$ cat src/rtl/id_hazard_sequencer.sv
// id_hazard_sequencer
// Decode-stage hazard control. It picks operand forwarding sources for the
// ID stage and raises stall/bubble requests for load-use and branch/JR
// hazards. It also sequences a syscall: the pipeline is drained with
// SYS_BUBBLES bubbles, SYS is pulsed for one cycle, and one release bubble
// follows. A saturating counter records how many cycles were stalled.
module id_hazard_sequencer #(
   parameter int SYS_BUBBLES = 3,
   parameter int COUNT_W     = 16
) (
   input  logic               CLK,
   input  logic               RESET,
   input  logic [4:0]         ID_rs,
   input  logic [4:0]         ID_rt,
   input  logic               ID_use_rs,
   input  logic               ID_use_rt,
   input  logic               ID_branch_jr,
   input  logic               ID_syscall,
   input  logic [4:0]         EXE_dst,
   input  logic               EXE_regwrite,
   input  logic               EXE_memread,
   input  logic [4:0]         MEM_dst,
   input  logic               MEM_regwrite,
   input  logic               MEM_memread,
   output logic [1:0]         Fwd_Sel_A,
   output logic [1:0]         Fwd_Sel_B,
   output logic               Fwd_Stall,
   output logic               Insert_Bubble,
   output logic               SYS,
   output logic               Inhibit_Freeze,
   output logic [COUNT_W-1:0] Stall_Count
);

   typedef enum logic [1:0] {
      IDLE,
      DRAIN,
      SIGNAL,
      RELEASE
   } state_t;

   localparam logic [2:0]         CNT_INIT  = 3'(SYS_BUBBLES - 1);
   localparam logic [COUNT_W-1:0] COUNT_ONE = {{(COUNT_W-1){1'b0}}, 1'b1};

   state_t     state;
   state_t     state_next;
   logic [2:0] cnt;
   logic [2:0] cnt_next;

   logic rs_exe_match;
   logic rt_exe_match;
   logic rs_mem_match;
   logic rt_mem_match;
   logic exe_match;
   logic mem_match;
   logic hazard;

   // Register $0 is hard-wired to zero, so it never takes part in a match.
   assign rs_exe_match = ID_use_rs && (ID_rs != 5'd0) && (ID_rs == EXE_dst);
   assign rt_exe_match = ID_use_rt && (ID_rt != 5'd0) && (ID_rt == EXE_dst);
   assign rs_mem_match = ID_use_rs && (ID_rs != 5'd0) && (ID_rs == MEM_dst);
   assign rt_mem_match = ID_use_rt && (ID_rt != 5'd0) && (ID_rt == MEM_dst);
   assign exe_match    = rs_exe_match || rt_exe_match;
   assign mem_match    = rs_mem_match || rt_mem_match;

   // A load in EXE has no data yet; branch/JR need operands in ID, so an ALU
   // result still in EXE or a load still in MEM also forces a stall.
   assign hazard = (exe_match && EXE_memread)
                || (ID_branch_jr && exe_match && EXE_regwrite)
                || (ID_branch_jr && mem_match && MEM_memread);

   // Forwarding selects: the younger EXE result wins over MEM; a load in EXE
   // cannot forward, so it falls through to the MEM check.
   always_comb begin
      Fwd_Sel_A = 2'd0;
      Fwd_Sel_B = 2'd0;
      if (rs_exe_match && EXE_regwrite && !EXE_memread) begin
         Fwd_Sel_A = 2'd1;
      end else if (rs_mem_match && MEM_regwrite) begin
         Fwd_Sel_A = 2'd2;
      end
      if (rt_exe_match && EXE_regwrite && !EXE_memread) begin
         Fwd_Sel_B = 2'd1;
      end else if (rt_mem_match && MEM_regwrite) begin
         Fwd_Sel_B = 2'd2;
      end
   end

   // Next-state and stall/bubble outputs; hazards only matter in IDLE.
   always_comb begin
      state_next    = state;
      cnt_next      = cnt;
      Fwd_Stall     = 1'b0;
      Insert_Bubble = 1'b0;
      case (state)
         IDLE: begin
            if (hazard) begin
               Fwd_Stall     = 1'b1;
               Insert_Bubble = 1'b1;
            end else if (ID_syscall) begin
               state_next = DRAIN;
               cnt_next   = CNT_INIT;
            end
         end
         DRAIN: begin
            Fwd_Stall     = 1'b1;
            Insert_Bubble = 1'b1;
            if (cnt != 3'd0) begin
               cnt_next = cnt - 3'd1;
            end else begin
               state_next = SIGNAL;
            end
         end
         SIGNAL: begin
            state_next = RELEASE;
         end
         RELEASE: begin
            Insert_Bubble = 1'b1;
            state_next    = IDLE;
         end
         default: begin
            state_next = IDLE;
         end
      endcase
   end

   // State register; SYS and Inhibit_Freeze are registered so they are high
   // exactly while the sequencer sits in SIGNAL.
   always_ff @(posedge CLK or negedge RESET) begin
      if (!RESET) begin
         state          <= IDLE;
         cnt            <= 3'd0;
         SYS            <= 1'b0;
         Inhibit_Freeze <= 1'b0;
      end else begin
         state          <= state_next;
         cnt            <= cnt_next;
         SYS            <= (state_next == SIGNAL);
         Inhibit_Freeze <= (state_next == SIGNAL);
      end
   end

   // Saturating count of stalled cycles; it sticks at all-ones.
   always_ff @(posedge CLK or negedge RESET) begin
      if (!RESET) begin
         Stall_Count <= '0;
      end else if (Fwd_Stall && (Stall_Count != '1)) begin
         Stall_Count <= Stall_Count + COUNT_ONE;
      end
   end

endmodule

$ cat config.mk
export PLATFORM = sky130hd
export DESIGN_NAME = id_hazard_sequencer
export DESIGN_NICKNAME = d
export VERILOG_FILES = /design/src/rtl/id_hazard_sequencer.sv
export SDC_FILE = /design/constraint.sdc
export NUM_CORES = 1
export LEC_CHECK = 0
export ABC_CLOCK_PERIOD_IN_PS = 6200
export CORE_AREA = 5 5 62 64
export CTS_CLUSTER_DIAMETER = 30
export DETAILED_ROUTE_END_ITERATION = 10
export DIE_AREA = 0 0 67 69
export GPL_TIMING_DRIVEN = 1
export PLACE_DENSITY_LB_ADDON = 0.08
export SETUP_SLACK_MARGIN = 0.15
export SLEW_MARGIN = 15
export SYNTH_ARGS = -nofsm -noshare
export SYNTH_HDL_FRONTEND = slang
export SYNTH_SLANG_ARGS = --single-unit
$ cat constraint.sdc
create_clock -name CLK -period 6.2 [get_ports CLK]
set_clock_uncertainty 0.15 [all_clocks]
set_input_delay 0.62 -clock CLK [delete_from_list [all_inputs] [get_ports CLK]]
set_output_delay 0.62 -clock CLK [all_outputs]
set_load 0.03 [all_outputs]
======== Word-level counts from Yosys, hierarchy flattened ========
Index checks and enable logic that the tools add are counted.
cells by class
  muxes and demuxes ....................... 15
  equal/unequal tests ..................... 12
  reductions and logical operators ........ 30
  $add $sub $neg .......................... 2
operators by type and width
  cell                                                  number
  equality test 5 bit                                   4
  logical AND 1 bit                                     18
  adder 16 x 1 -> 16 bit (second input constant)        1
  inequality test 16 bit (second input constant)        1
  2-to-1 mux 2 bit                                      7
  nonzero test 5 bit                                    2
  2-to-1 mux 3 bit                                      3
  case mux 2 bit (4 select lines)                       1
  equality test 2 bit (second input constant)           3
  inequality test 2 bit (second input constant)         3
  case mux 3 bit (2 select lines)                       1
  logical OR 1 bit                                      4
  case mux 1 bit (2 select lines)                       2
  AND reduction 4 bit                                   1
  nonzero test 3 bit                                    1
  subtractor 3 x 1 -> 3 bit (second input constant)     1
  equality test 2 x 1 -> 1 bit (second input constant)  1
  zero test 2 bit                                       1
  nonzero test 2 bit                                    1
  OR reduction 2 bit                                    1
  zero test 1 bit                                       1
  2-to-1 mux 1 bit                                      1
storage, ports and cells
  word-level logic and storage cells ...... 63
  input port bits ......................... 30
  register bits ........................... 22

======== Longest topological paths before layout ========
  depth after elaboration ................. 11
  depth in mapped cells ................... 7

======== Worst setup path after synthesis ========
OpenSTA, ideal clock, no wires.
  path type ............................... input -> output
  from .................................... in EXE_dst[4]
  to ...................................... out Fwd_Sel_B[1]
  data arrival time ....................... 2.108 ns
  data required time ...................... 5.430 ns
  slack ................................... 3.322 ns
  cell stages on the path ................. 5
  cells stage by stage .................... xnor2_1 nand3_1 or4_4 nor2_1 nor2_1
on the way
  cells in the longest elaborated chain, start to end .. 5
RTL lines
  element                         line  text
  start: declaration              19    input logic [4:0] EXE_dst,
  equality test 5 bit             59    assign rt_exe_match = ID_use_rt && (ID_rt != 5'd0) && (ID_rt == EXE_dst);
  logical AND 1 bit               59
  logical AND 1 bit (2 in a row)  81    if (rt_exe_match && EXE_regwrite && !EXE_memread) begin
  2-to-1 mux 2 bit                81
  end: declaration                26    output logic [1:0] Fwd_Sel_B,
Every way passes these cells.

======== Worst setup path in the final report ========
  from .................................... in ID_rt[1]
  to ...................................... out Fwd_Stall
on the way
  cells in the longest elaborated chain, start to end .. 10
RTL lines
  element                              line    text
  start: declaration                   14      input logic [4:0] ID_rt,
  nonzero test 5 bit                   59, 61
  logical AND 1 bit                    59, 61
  logical AND 1 bit                    59
  logical OR 1 bit                     62      assign exe_match = rs_exe_match || rt_exe_match;
  logical AND 1 bit (2 in a row)       68      || (ID_branch_jr && exe_match && EXE_regwrite)
  logical OR 1 bit                     68
  logical OR 1 bit (*)                 69      || (ID_branch_jr && mem_match && MEM_memread);
  2-to-1 mux 1 bit (*)                 96      if (hazard) begin
  case mux 1 bit (2 select lines) (*)  94      case (state)
  end: declaration                     27      output logic Fwd_Stall,
Mark *: on every way between the ends. The rest lies on a longest branch, timed or not.

==> results_dict.tcl <==
set metrics [dict create \
    run_status "finished, final reports clean" \
    criticalPathCategory "in2out" \
    htreeDepth 1 \
    yosys_warnings 0 \
    final_max_slew_viol_count 0 \
    cts-resized-gates 0 \
    postLayoutCellArea_um2 2030 \
    period_minus_slack_ns 3.88 \
    hpwl_um 2780 \
    switchingPower_uw 265 \
    end_kind "output pin" \
    io_pins 54 \
    worst-slew-pin-transition_ns 0.620 \
    grt_pass1_vias 1329 \
    post_cts_buffers 0 \
    fillCellCount 288 \
    syn_to_final_growth_pct 42.7 \
    fin_nets 230 \
    ys_seq_elements 22 \
    fin_ws_ns 2.32 \
    p_leak_nw 0.801 \
    hold_violations 0 \
    numCtsBuffers 3 \
    p_sw_share_pct 41.7 \
    ir_drop_mv 0.189 \
    hold_buffers 0 \
    final_core_util_pct 62.8 \
    synth_area_leaders "dfrtp_1, xnor2_1, xor2_1" \
    overflow 0 \
    synth_edf_count 0 \
    hp-class "in2async" \
    p_clk_share_pct 12.3 \
    critPathRequiredTime_ns 5.43 \
    pwr-share-comb_pct 52.5 \
    drt-total-wl_um 3280 \
    max_stage_delay_ns 0.70 \
    antenna_found_initial 0 \
    coreArea_um2 3230 \
    busiest_layer "met2" \
    dieArea_um2 4620 \
    use_met2_pct 27.4 \
    synth_top_flop_cell "dfrtp_1" \
    relSlewSlack_pct 58.3 \
    gp_congestion 0.787 \
    dp.cells 238 \
    drt_pass1_iterations 4 \
    synth_top_area_share_pct 38.7 \
    cts-root-buf "clkbuf_4" \
    vias 1230 \
    gr-usage-all-layers_pct 15.1 \
    drc 0 \
    cts_tree "built" \
    die_w_um 67 \
    synth_nets 174 \
    max_freq_ghz 0.258 \
    synth_commonest_cells "xnor2_1, dfrtp_1, nand2_1" \
    grt_max_degree 23 \
    seqPwrFrac_pct 35.2 \
    fin_crit_sh_pct 62.6 \
    critPathSlowestCell "clkdlybuf4s50_1" \
    setup_viol 0 \
    power_uw 637 \
    final_antenna_net_count 0 \
    use_met1_pct 17.1 \
    multi_input_area_um2 838 \
    clock_sinks 22 \
    placed_area_um2 2000 \
    power.internal_uw 371 \
    postSynthCellCount 141 \
    fin_setup_tns_ns 0 \
    drive_gt1_share_pct 7.14 \
    ff_latch_area_um2 551 \
    crit_top_cell "clkdlybuf4s50_1" \
    ys_types 37 \
    synthArstFlopShare_pct 100 \
    grt_first_pass_wirelength_um 5660 \
    avgSynthCellArea_um2 10.1 \
    synth_area_um2 1420 \
    holdWs_ns 0.0989 \
    power.density_nw_per_um2 314 \
    maxCapViolCount 0 \
    worstSetupStartpointType "input pin" \
    path_max_fanout 5 \
    wl_per_cell_um 13.5 \
    path_clk_slew_ns 0.12 \
    drt_iter0_drc 32 \
    portBuffers 53 \
    crit_chain "clkdlybuf4s50_1 -> or4_1 -> o21ai_1 -> nor4_1 -> o211ai_4 -> a31oi_4 -> clkdlybuf4s50_1" \
    core.rowCount 21 \
    clk_latency_ns 0.31 \
    fin_cells 242 \
    dieHeight_um 69 \
    seq_area_frac_synth_pct 38.7 \
    num_antenna_cells 0 \
    clockBufferDepth 2 \
    grt.met3_usage_pct 3.57 \
    yosysTopAreaCell "dfrtp_1" \
    synth_most_common_cell "xnor2_1" \
    initial_core_util_pct 44.0 \
    via_per_inst 5.08 \
    cp.arrival_ns 3.11 \
    dp_slack_ns 2.29 \
    grt_setup_unrepaired "false" \
]
[path summary, 6_finish.rpt]
kind | startpoint | endpoint | slack, ns | cells past startpoint
min in group CLK | Stall_Count[11]$_DFFE_PN0P_ | Stall_Count[11]$_DFFE_PN0P_ | 0.35 | 1
worst min-delay path | RESET | Stall_Count[5]$_DFFE_PN0P_ | 0.1 | 1
worst max-delay path | ID_rt[1] | Fwd_Stall | 2.32 | 7
worst min register to register | Stall_Count[11]$_DFFE_PN0P_ | Stall_Count[11]$_DFFE_PN0P_ | 0.35 | 1
worst max register to register | Stall_Count[0]$_DFFE_PN0P_ | Stall_Count[1]$_DFFE_PN0P_ | 3.98 | 6
max in group asynchronous | RESET | state[0]$_DFF_PN0_ | 5.47 | 1
[power groups by stage]
stage / sequential (mW) / clock (mW) / combinational [mW]
finish: 0.224 / 0.0785 / 0.334
global route: 0.232 / 0.0880 / 0.362
CTS: 0.224 / 0.0822 / 0.338
detailed placement: 0.227 / 0 / 0.337
global placement: 0.225 / 0 / 0.327
floorplan: 0.269 / 0 / 0.168
[cell families (layout without fill, tap and decap cells)]
kind of cell / after synthesis / after routing / synth area share (%)
AO/OA/AOI/OAI: 19 / 19 / 12.6
XOR/XNOR: 34 / 34 / 20.9
adder cells (fa/ha/maj): 3 / 3 / 2.64
buffers and inverters: 8 / 63 / 2.37
flip-flops: 22 / 22 / 38.7
multiplexers: 3 / 3 / 2.55
AND/OR/NAND/NOR: 52 / 52 / 20.2
[layer usage]
metal  wire [um]  up-vias
li1            -      609
met3         178        5
met2        1720       37
met4          39        0
met5           0        -
met1        1340      579
[final cells by class]
cell class | count | share of cell area [%]
Multi-Input combinational cell | 111 | 41.3
Sequential cell | 22 | 27.1
Timing Repair Buffer | 53 | 25.9
Tap cell | 46 | 2.83
Clock buffer | 4 | 1.79
Inverter | 6 | 1.11
[critical path, delay by kind of cell]
family,cells,cell delay [ns]
AND/OR/NAND/NOR,2,0.71
AO/OA/AOI/OAI,3,0.54
buffers and inverters,2,1.23
[placed cells by master (no fill, tap or decap), types with 5 or more instances in the layout]
cell / count
clkdlybuf4s50_1: 52
xnor2_1: 24
dfrtp_1: 22
nand2_1: 13
xor2_1: 10
nand3_1: 10
inv_1: 6
nor2_1: 6
nand4_1: 5
[registers in the layout, summed over array words and instances (netlist names)]
signal,count
state,2
cnt,3
Stall_Count,16
Inhibit_Freeze,1
Power figures use the tool's default switching activity.
